$ cat src/rtl/bat_amateur_pkg.sv
// Shared definitions for the BatAmateur loader/dump blocks: default bus widths,
// the dump FSM state encoding and state-decode helpers.
package bat_amateur_pkg;

    localparam int BAT_ADDRESS_WIDTH = 16;
    localparam int BAT_DATA_WIDTH    = 16;

    typedef enum logic [2:0] {
        ST_IDLE     = 3'd0,
        ST_SETTLE   = 3'd1,
        ST_READ     = 3'd2,
        ST_CAPTURE  = 3'd3,
        ST_WAIT_ACK = 3'd4,
        ST_FINISH   = 3'd5
    } dump_state_e;

    // HALT is requested from START up to, but not including, FINISH.
    function automatic logic state_holds_halt(input dump_state_e s);
        logic v;
        case (s)
            ST_SETTLE, ST_READ, ST_CAPTURE, ST_WAIT_ACK: v = 1'b1;
            default:                                     v = 1'b0;
        endcase
        return v;
    endfunction

    function automatic logic state_owns_bus(input dump_state_e s);
        logic v;
        case (s)
            ST_READ, ST_CAPTURE: v = 1'b1;
            default:             v = 1'b0;
        endcase
        return v;
    endfunction

endpackage

$ cat src/rtl/bat_amateur_mem_dump.sv
// Memory dump engine: halts the core, walks [START_ADDR..END_ADDR] (wrapping),
// and streams {address, word} over a valid/ready handshake.
module bat_amateur_mem_dump
    import bat_amateur_pkg::*;
#(
    parameter int ADDRESS_WIDTH = BAT_ADDRESS_WIDTH,
    parameter int DATA_WIDTH    = BAT_DATA_WIDTH,
    parameter int HALT_SETTLE   = 2
) (
    input  logic                     CLK,
    input  logic                     RESET,
    input  logic                     START,
    input  logic [ADDRESS_WIDTH-1:0] START_ADDR,
    input  logic [ADDRESS_WIDTH-1:0] END_ADDR,
    output logic                     HALT,
    output logic [ADDRESS_WIDTH-1:0] ADDRESS_BUS,
    output logic                     ADDR_OE,
    output logic                     MEM_RD,
    input  logic [DATA_WIDTH-1:0]    DATA_BUS,
    output logic [ADDRESS_WIDTH-1:0] DUMP_ADDR,
    output logic [DATA_WIDTH-1:0]    DUMP_DATA,
    output logic                     DUMP_VALID,
    input  logic                     DUMP_READY,
    output logic                     BUSY,
    output logic                     DONE
);

    localparam int SW = (HALT_SETTLE > 1) ? $clog2(HALT_SETTLE) : 1;
    localparam logic [SW-1:0]          SETTLE_LOAD = SW'(HALT_SETTLE - 1);
    localparam logic [ADDRESS_WIDTH:0] CNT_ONE     = {{ADDRESS_WIDTH{1'b0}}, 1'b1};

    dump_state_e               r_state;
    dump_state_e               w_state_next;
    logic [ADDRESS_WIDTH-1:0]  r_addr;
    logic [ADDRESS_WIDTH-1:0]  w_addr_next;
    logic [ADDRESS_WIDTH:0]    r_count;
    logic [ADDRESS_WIDTH:0]    w_count_next;
    logic [SW-1:0]             r_settle;
    logic [SW-1:0]             w_settle_next;
    logic [ADDRESS_WIDTH-1:0]  w_span;
    logic                      w_handshake;

    logic                      r_halt;
    logic [ADDRESS_WIDTH-1:0]  r_address_bus;
    logic                      r_addr_oe;
    logic                      r_mem_rd;
    logic [ADDRESS_WIDTH-1:0]  r_dump_addr;
    logic [DATA_WIDTH-1:0]     r_dump_data;
    logic                      r_dump_valid;
    logic                      r_busy;
    logic                      r_done;

    assign w_span      = END_ADDR - START_ADDR;
    assign w_handshake = (r_state == ST_WAIT_ACK) && r_dump_valid && DUMP_READY;

    // State register.
    always_ff @(posedge CLK) begin
        if (RESET) begin
            r_state <= ST_IDLE;
        end else begin
            r_state <= w_state_next;
        end
    end

    // Next-state and walk-counter logic.
    always_comb begin
        w_state_next  = r_state;
        w_addr_next   = r_addr;
        w_count_next  = r_count;
        w_settle_next = r_settle;
        case (r_state)
            ST_IDLE: begin
                if (START) begin
                    w_state_next  = ST_SETTLE;
                    w_addr_next   = START_ADDR;
                    w_count_next  = {1'b0, w_span} + CNT_ONE;
                    w_settle_next = SETTLE_LOAD;
                end else begin
                    w_state_next  = ST_IDLE;
                end
            end
            ST_SETTLE: begin
                if (r_settle == '0) begin
                    w_state_next  = ST_READ;
                end else begin
                    w_settle_next = r_settle - SW'(1'b1);
                end
            end
            ST_READ: begin
                w_state_next = ST_CAPTURE;
            end
            ST_CAPTURE: begin
                w_state_next = ST_WAIT_ACK;
            end
            ST_WAIT_ACK: begin
                if (w_handshake) begin
                    w_count_next = r_count - CNT_ONE;
                    w_addr_next  = r_addr + {{(ADDRESS_WIDTH-1){1'b0}}, 1'b1};
                    if (r_count == CNT_ONE) begin
                        w_state_next = ST_FINISH;
                    end else begin
                        w_state_next = ST_READ;
                    end
                end else begin
                    w_state_next = ST_WAIT_ACK;
                end
            end
            ST_FINISH: begin
                w_state_next = ST_IDLE;
            end
            default: begin
                w_state_next = ST_IDLE;
            end
        endcase
    end

    // Walk position, remaining-word and settle counters.
    always_ff @(posedge CLK) begin
        if (RESET) begin
            r_addr   <= '0;
            r_count  <= '0;
            r_settle <= '0;
        end else begin
            r_addr   <= w_addr_next;
            r_count  <= w_count_next;
            r_settle <= w_settle_next;
        end
    end

    // Outputs are decoded from the next state so every port comes straight from a flop.
    always_ff @(posedge CLK) begin
        if (RESET) begin
            r_halt        <= 1'b0;
            r_address_bus <= '0;
            r_addr_oe     <= 1'b0;
            r_mem_rd      <= 1'b0;
            r_dump_addr   <= '0;
            r_dump_data   <= '0;
            r_dump_valid  <= 1'b0;
            r_busy        <= 1'b0;
            r_done        <= 1'b0;
        end else begin
            r_halt        <= state_holds_halt(w_state_next);
            r_addr_oe     <= state_owns_bus(w_state_next);
            r_mem_rd      <= (w_state_next == ST_READ);
            r_address_bus <= state_owns_bus(w_state_next) ? w_addr_next : '0;
            r_busy        <= (w_state_next != ST_IDLE);
            r_done        <= (w_state_next == ST_FINISH);
            if (r_state == ST_CAPTURE) begin
                r_dump_valid <= 1'b1;
                r_dump_addr  <= r_addr;
                r_dump_data  <= DATA_BUS;
            end else if (w_handshake) begin
                r_dump_valid <= 1'b0;
            end else if (w_state_next == ST_IDLE) begin
                r_dump_addr  <= '0;
                r_dump_data  <= '0;
            end else begin
                r_dump_valid <= r_dump_valid;
            end
        end
    end

    assign HALT        = r_halt;
    assign ADDRESS_BUS = r_address_bus;
    assign ADDR_OE     = r_addr_oe;
    assign MEM_RD      = r_mem_rd;
    assign DUMP_ADDR   = r_dump_addr;
    assign DUMP_DATA   = r_dump_data;
    assign DUMP_VALID  = r_dump_valid;
    assign BUSY        = r_busy;
    assign DONE        = r_done;

endmodule
$ cat config.mk
export PLATFORM = sky130hd
export DESIGN_NAME = bat_amateur_mem_dump
export DESIGN_NICKNAME = d
export VERILOG_FILES = /design/src/rtl/bat_amateur_pkg.sv /design/src/rtl/bat_amateur_mem_dump.sv
export SDC_FILE = /design/constraint.sdc
export NUM_CORES = 1
export LEC_CHECK = 0
export CAP_MARGIN = 30
export CORE_ASPECT_RATIO = 1.2
export CORE_MARGIN = 10
export CORE_UTILIZATION = 50
export CTS_CLUSTER_SIZE = 20
export DETAILED_ROUTE_END_ITERATION = 10
export PLACE_DENSITY_LB_ADDON = 0.12
export SYNTH_ARGS = -nofsm -noshare
export SYNTH_HDL_FRONTEND = slang
export SYNTH_SLANG_ARGS = --single-unit
$ cat constraint.sdc
create_clock -name CLK -period 11.55 [get_ports CLK]
set_input_delay 3.465 -clock CLK [delete_from_list [all_inputs] [get_ports CLK]]
set_output_delay 3.465 -clock CLK [all_outputs]
set_load 0.1 [all_outputs]
# Yosys cells after proc, flatten, opt, wreduce, memory -nomap -nowiden
# Index checks and enable logic that the tools add are counted.
# Widths: inputs -> output; s select.
word_totals:
  regBits: 91
  out_inout_bits: 54
  in_bits: 52
op_classes:
  n_addsub: 5
  n_eq_ne: 13
  n_mux: 23
  n_bitwise: 1
  n_reduce_logical: 15
ops:
  columns: ["operator", "n"]
  rows:
  - ["$mux 16", 6]
  - ["$mux 17", 2]
  - ["$pmux 17 s2", 1]
  - ["$pmux 16 s2", 1]
  - ["$add 16x1->17 const B", 1]
  - ["$eq 17x1->1 const B", 1]
  - ["$sub 17x1->17 const B", 1]
  - ["$add 16x1->16 const B", 1]
  - ["$sub 16x16->16", 1]
  - ["$pmux 3 s5", 1]
  - ["$eq 3x2->1 const B", 4]
  - ["$eq 3x3->1 const B", 3]
  - ["$mux 3", 3]
  - ["$mux 1", 8]
  - ["$reduce_bool 2->1", 4]
  - ["$eq 3x1->1 const B", 2]
  - ["$logic_not 3->1", 2]
  - ["$ne 2x2->1 const B", 2]
  - ["$reduce_and 2->1", 2]
  - ["$reduce_or 2->1", 2]
  - ["$reduce_or 4->1", 1]
  - ["$reduce_and 3->1", 1]
  - ["$reduce_bool 3->1", 1]
  - ["$logic_and 1x1->1", 2]
  - ["other kinds (4)", 4]

# Longest topological paths before layout
logic_depth:
  ltp_word: 11
  mapped_depth: 13
  mapped_depth_nobuf: 12

# Worst setup path after synthesis
# No wires, ideal clock.
synth_timing:
  path_type: "input -> register"
  from: "input END_ADDR[0]"
  to: "register r_count[15]"
  t_arrival_ns: 6.218
  cell_stages: 13
  required_ns: 11.420
  setup_ns: 0.130
  n_path_buf: 1
  slack_ns: 5.202
  cell_sequence: "inv_1 -> ha_1 -> inv_1 -> fa_1 -> a211o_1 -> and2_4 -> nor2_2 -> or4b_1 -> clkbuf_1 -> or4_1 -> nor4b_2 -> xor2_1 -> o22ai_1"
synth_between:
  elab_chain_len: 4
synth_lines:
  columns: ["element", "line_no", "rtl"]
  rows:
  - ["start, declared", "bat_amateur_mem_dump.sv:14", "input logic [ADDRESS_WIDTH-1:0] END_ADDR,"]
  - ["$sub 16x16->16", "bat_amateur_mem_dump.sv:53", "assign w_span = END_ADDR - START_ADDR;"]
  - ["$add 16x1->17", "bat_amateur_mem_dump.sv:76", "w_count_next = {1'b0, w_span} + CNT_ONE;"]
  - ["$mux 17", "bat_amateur_mem_dump.sv:73", "if (START) begin"]
  - ["$pmux 17 s2", "bat_amateur_mem_dump.sv:71", "case (r_state)"]
  - ["end signal, assigned", "bat_amateur_mem_dump.sv:125", "r_count <= w_count_next;"]
  - ["end, declared", "bat_amateur_mem_dump.sv:36", "logic [ADDRESS_WIDTH:0] r_count;"]
# Every way passes these cells. The select of a mux whose other input is x is not followed.
# A chain may end at the register's enable or synchronous reset.

# Final worst setup path
layout_timing:
  from: "input START_ADDR[0]"
  to: "register r_count[15]"
layout_between:
  elab_chain_len: 4
layout_lines:
  columns: ["element", "line_no", "rtl"]
  rows:
  - ["start, declared", "bat_amateur_mem_dump.sv:13", "input logic [ADDRESS_WIDTH-1:0] START_ADDR,"]
  - ["$sub 16x16->16", "bat_amateur_mem_dump.sv:53", null]
  - ["$add 16x1->17", "bat_amateur_mem_dump.sv:76", null]
  - ["$mux 17", "bat_amateur_mem_dump.sv:73", null]
  - ["$pmux 17 s2", "bat_amateur_mem_dump.sv:71", null]
# Every way passes these cells. The select of a mux whose other input is x is not followed.

==> summary.txt <==
Setup path
  – CP endpoint kind: flip-flop
  – Reg-to-reg endpoint: r_count[9]
  – Reg2Reg Depth: 8
  – CP max-delay cell: or4b_1
  – Critical Path AT: 6890 ps
  – Buf/Inv on CP: 2
  – Crit-path max cell delay: between 500 and 600 ps
  – CP max FO: 6
  – CP Launch Type: input pin
  – Worst-path cell chain: clkdlybuf4s50_1, ha_1, inv_1, fa_1, a211o_1, and2_4, nor2_2, or4b_1, or4_1, nor4b_2, xor2_1, o22ai_1
  – Family with the most delay on the worst path: simple AND/OR/NAND/NOR gates
  – Register-to-register setup slack: between 8000 and 9000 ps
  – Worst Path Required: 11760 ps
  – Reg2reg start: r_state[2]
  – Crit path kind: in -> reg

Drt
  – Detailed Routing Iterations Pass 1: 5
  – Remaining DRCs: 0
  – DRT iter0 DRCs: about 340
  – Vias per cell: 5.961
  – DR WL/cell: 17.48 um
  – Routed Antenna Nets: 0
  – Via count: 5234
  – Post-Route WL: 15350 um

Global routing
  – M2 GR Usage: 32.60%
  – Met3 global-route usage: under 10%
  – Antenna violations before repair: 0
  – Total gr overflow: 0
  – Met1 Usage GRT: about a quarter
  – GR Util All Layers: ~21%
  – Most Crowded Layer GR: met2
  – First-pass GRT wire length: approximately 26000 um
  – Vias in the first global route: roughly 5300
  – Largest net degree at the start of global routing: 75

Synth
  – Simple-gate share of the synthesized area: ~25%
  – Top cells by area, synth: dfxtp_1 (35%), nor2_1 (7.1%), a22oi_1 (5.0%)
  – Largest family of logic cells by synthesized area: compound AO/OA/AOI/OAI gates
  – Number of synthesized flops with an enable pin: 0
  – Unique masters post-synth: 63
  – Mux contribution to synthesized area: 0.2158%
  – Syn Std Cell Area: around 5200 sq um
  – Commonest cells in the netlist: nor2_1 (99), dfxtp_1 (91), clkbuf_1 (43)
  – Ys flop type: dfxtp_1
  – Adder-cell share of the synthesized area: 4.940%
  – Mean Syn Cell Area: slightly below 8 sq um
  – Seq cells post-synth: 91
  – Ys async rst share: 0%
  – Area leader, netlist: dfxtp_1
  – Post-synthesis instance total: 671
  – Net Count, Synth: around 740
  – Seq/Total Area, Yosys: 34.92%
  – Count leader, synth: nor2_1
  – XOR/XNOR Fraction of Synth Area: 5.036%
  – Count of yosys warnings during synthesis: 0
  – Top cell type's share of synthesized area: 34.92%
  – Synth Area in Compound Gates: about 25%

Floorplanning
  – Site row count: 40
  – Starting density of the core: 51.61%
  – Core area: 10110 sq um
  – Die Area: 14940 sq um
  – Top Ports: between 100 and 150
  – Die Wd: 113.3 um
  – Chip height: around 130 um

CTS
  – Postcts setup bufs: 0
  – CTS Buffer Depth: 2
  – Clock Tree Root: clkbuf_16
  – CTS H-tree lvls: 3
  – Clock Latency Late Sink: 350 ps
  – Post-CTS sizing: 0
  – Hold-fix buffers, CTS: 0
  – CTS tree: done
  – Reg clk slew, reported paths: around 70 ps
  – Clk sinks: 91
  – Num CTS Buffers: 9

Timing
  – Fmax: ~0.15 GHz
  – Fin. max-slew vios: 0
  – Slew @ Worst Pin: roughly 1000 ps
  – Setup Viol. Count Final: 0
  – Final Hold Slack: between 400 and 500 ps
  – Final Critical Period: approximately 6700 ps
  – Max_slew headroom: just over 30%
  – Final Hold Fails: 0
  – RSZ-0062 raised after global routing: no
  – Final period util: between 50% and 60%
  – Skew final: ~7 ps
  – Setup TNS: 0 ps

Finish
  – Multi-input gate area: about 3100 sq um
  – Share of post-route cells with drive strength above 1: under 10%
  – Cell area after layout: approximately 6600 sq um
  – Antenna Cells: 0
  – FILL cells: 904
  – Final Net Count: approximately 800
  – Reg area: roughly 1800 sq um
  – Area Overhead vs Synth: 27.41%

Placement
  – PortBufs: roughly 110
  – Final GP Congestion: 0.8871
  – Placement-stage cell area: roughly 6300 sq um
  – DP HPWL: around 11000 um

Hold path
  – Worst Hold Depth: 2
  – Hold wc startpoint: r_count[5]
  – Worst min-delay path category: reg -> reg
  – Hold worst-path end: r_count[5]

Status
  – Status: complete, no violations

Power
  – Peak VDD IR: approximately 73 uV
  – P_leak: approximately 0.0025 uW
  – PD cells: 141.4 nW/um^2

Job
  – Max Cap Violations: 0
## worst max-delay path by stage
stage,cells after the start,from,end,slack (ps)
CTS,12,START_ADDR[0],r_count[15],4880
detailed placement,12,START_ADDR[0],r_count[15],4520
floorplan,13,END_ADDR[0],r_count[15],5200
global placement,12,START_ADDR[0],r_count[15],4620
global route,12,START_ADDR[0],r_count[15],4660
finish,12,START_ADDR[0],r_count[15],4880
## cells in the final DEF (no fill, tap or decap), drive strengths merged, types with 12 or more instances in the layout
master / count
a21oi: 42
a22oi: 35
clkdlybuf4s50: 104
dfxtp: 91
ha: 19
inv: 30
nand2: 37
nand3: 22
nor2: 100
nor2b: 12
nor3: 21
nor4: 12
o21ai: 30
o22ai: 16
xnor2: 14
xor2: 16
## flip-flops by register name (all words and copies together) (netlist names)
signal,cells
r_count,17
ADDRESS_BUS,16
DUMP_ADDR,16
DUMP_DATA,16
r_addr,16
r_state,3
ADDR_OE,1
BUSY,1
DONE,1
DUMP_VALID,1
HALT,1
MEM_RD,1
r_settle,1
## power by group
part / leakage, uW / switching [uW] / internal [uW]
Combinational: 0.00159 / 177 / 101
Clock: 0.000144 / 132 / 170
Sequential: 0.000741 / 23.8 / 335
## logic make-up after synthesis
family          Yosys count
xor+xnor                 30
compound gates          194
flops                    91
mux                       1
buf+inv                  76
fa+ha+maj                20
simple gates            259
## layout make-up
type,instances,share of cell area (%)
sequential,91,27.40
multi-input combinational,504,46.81
clock inverter,6,1.092
timing repair buffer,113,17.30
clock buffer,10,3.444
tap,126,2.372
inverter,28,1.581
## tightest hold or removal path: cells and delay by family (launching register included)
family             cells  cell delay (ps)
DFF                    1              310
AOI/OAI and AO/OA      2              130
## layer usage
layer,vias to the layer above,share of wire [%]
met5,-,0
met4,0,3.4
met3,37,9.7
met2,190,46
met1,2430,41
li1,2577,-
## per-stage QoR
stage	util (%)	total power, uW	setup slack [ps]	cells
floorplan	-	564.6	5202	671
global placement	62.12	634.0	4618	859
detailed placement	62.23	640.5	4525	860
CTS	65.21	942.0	4878	876
global route	65.76	987.1	4656	878
finish	65.76	940.1	4879	878
Power figures use the tool's default switching activity.
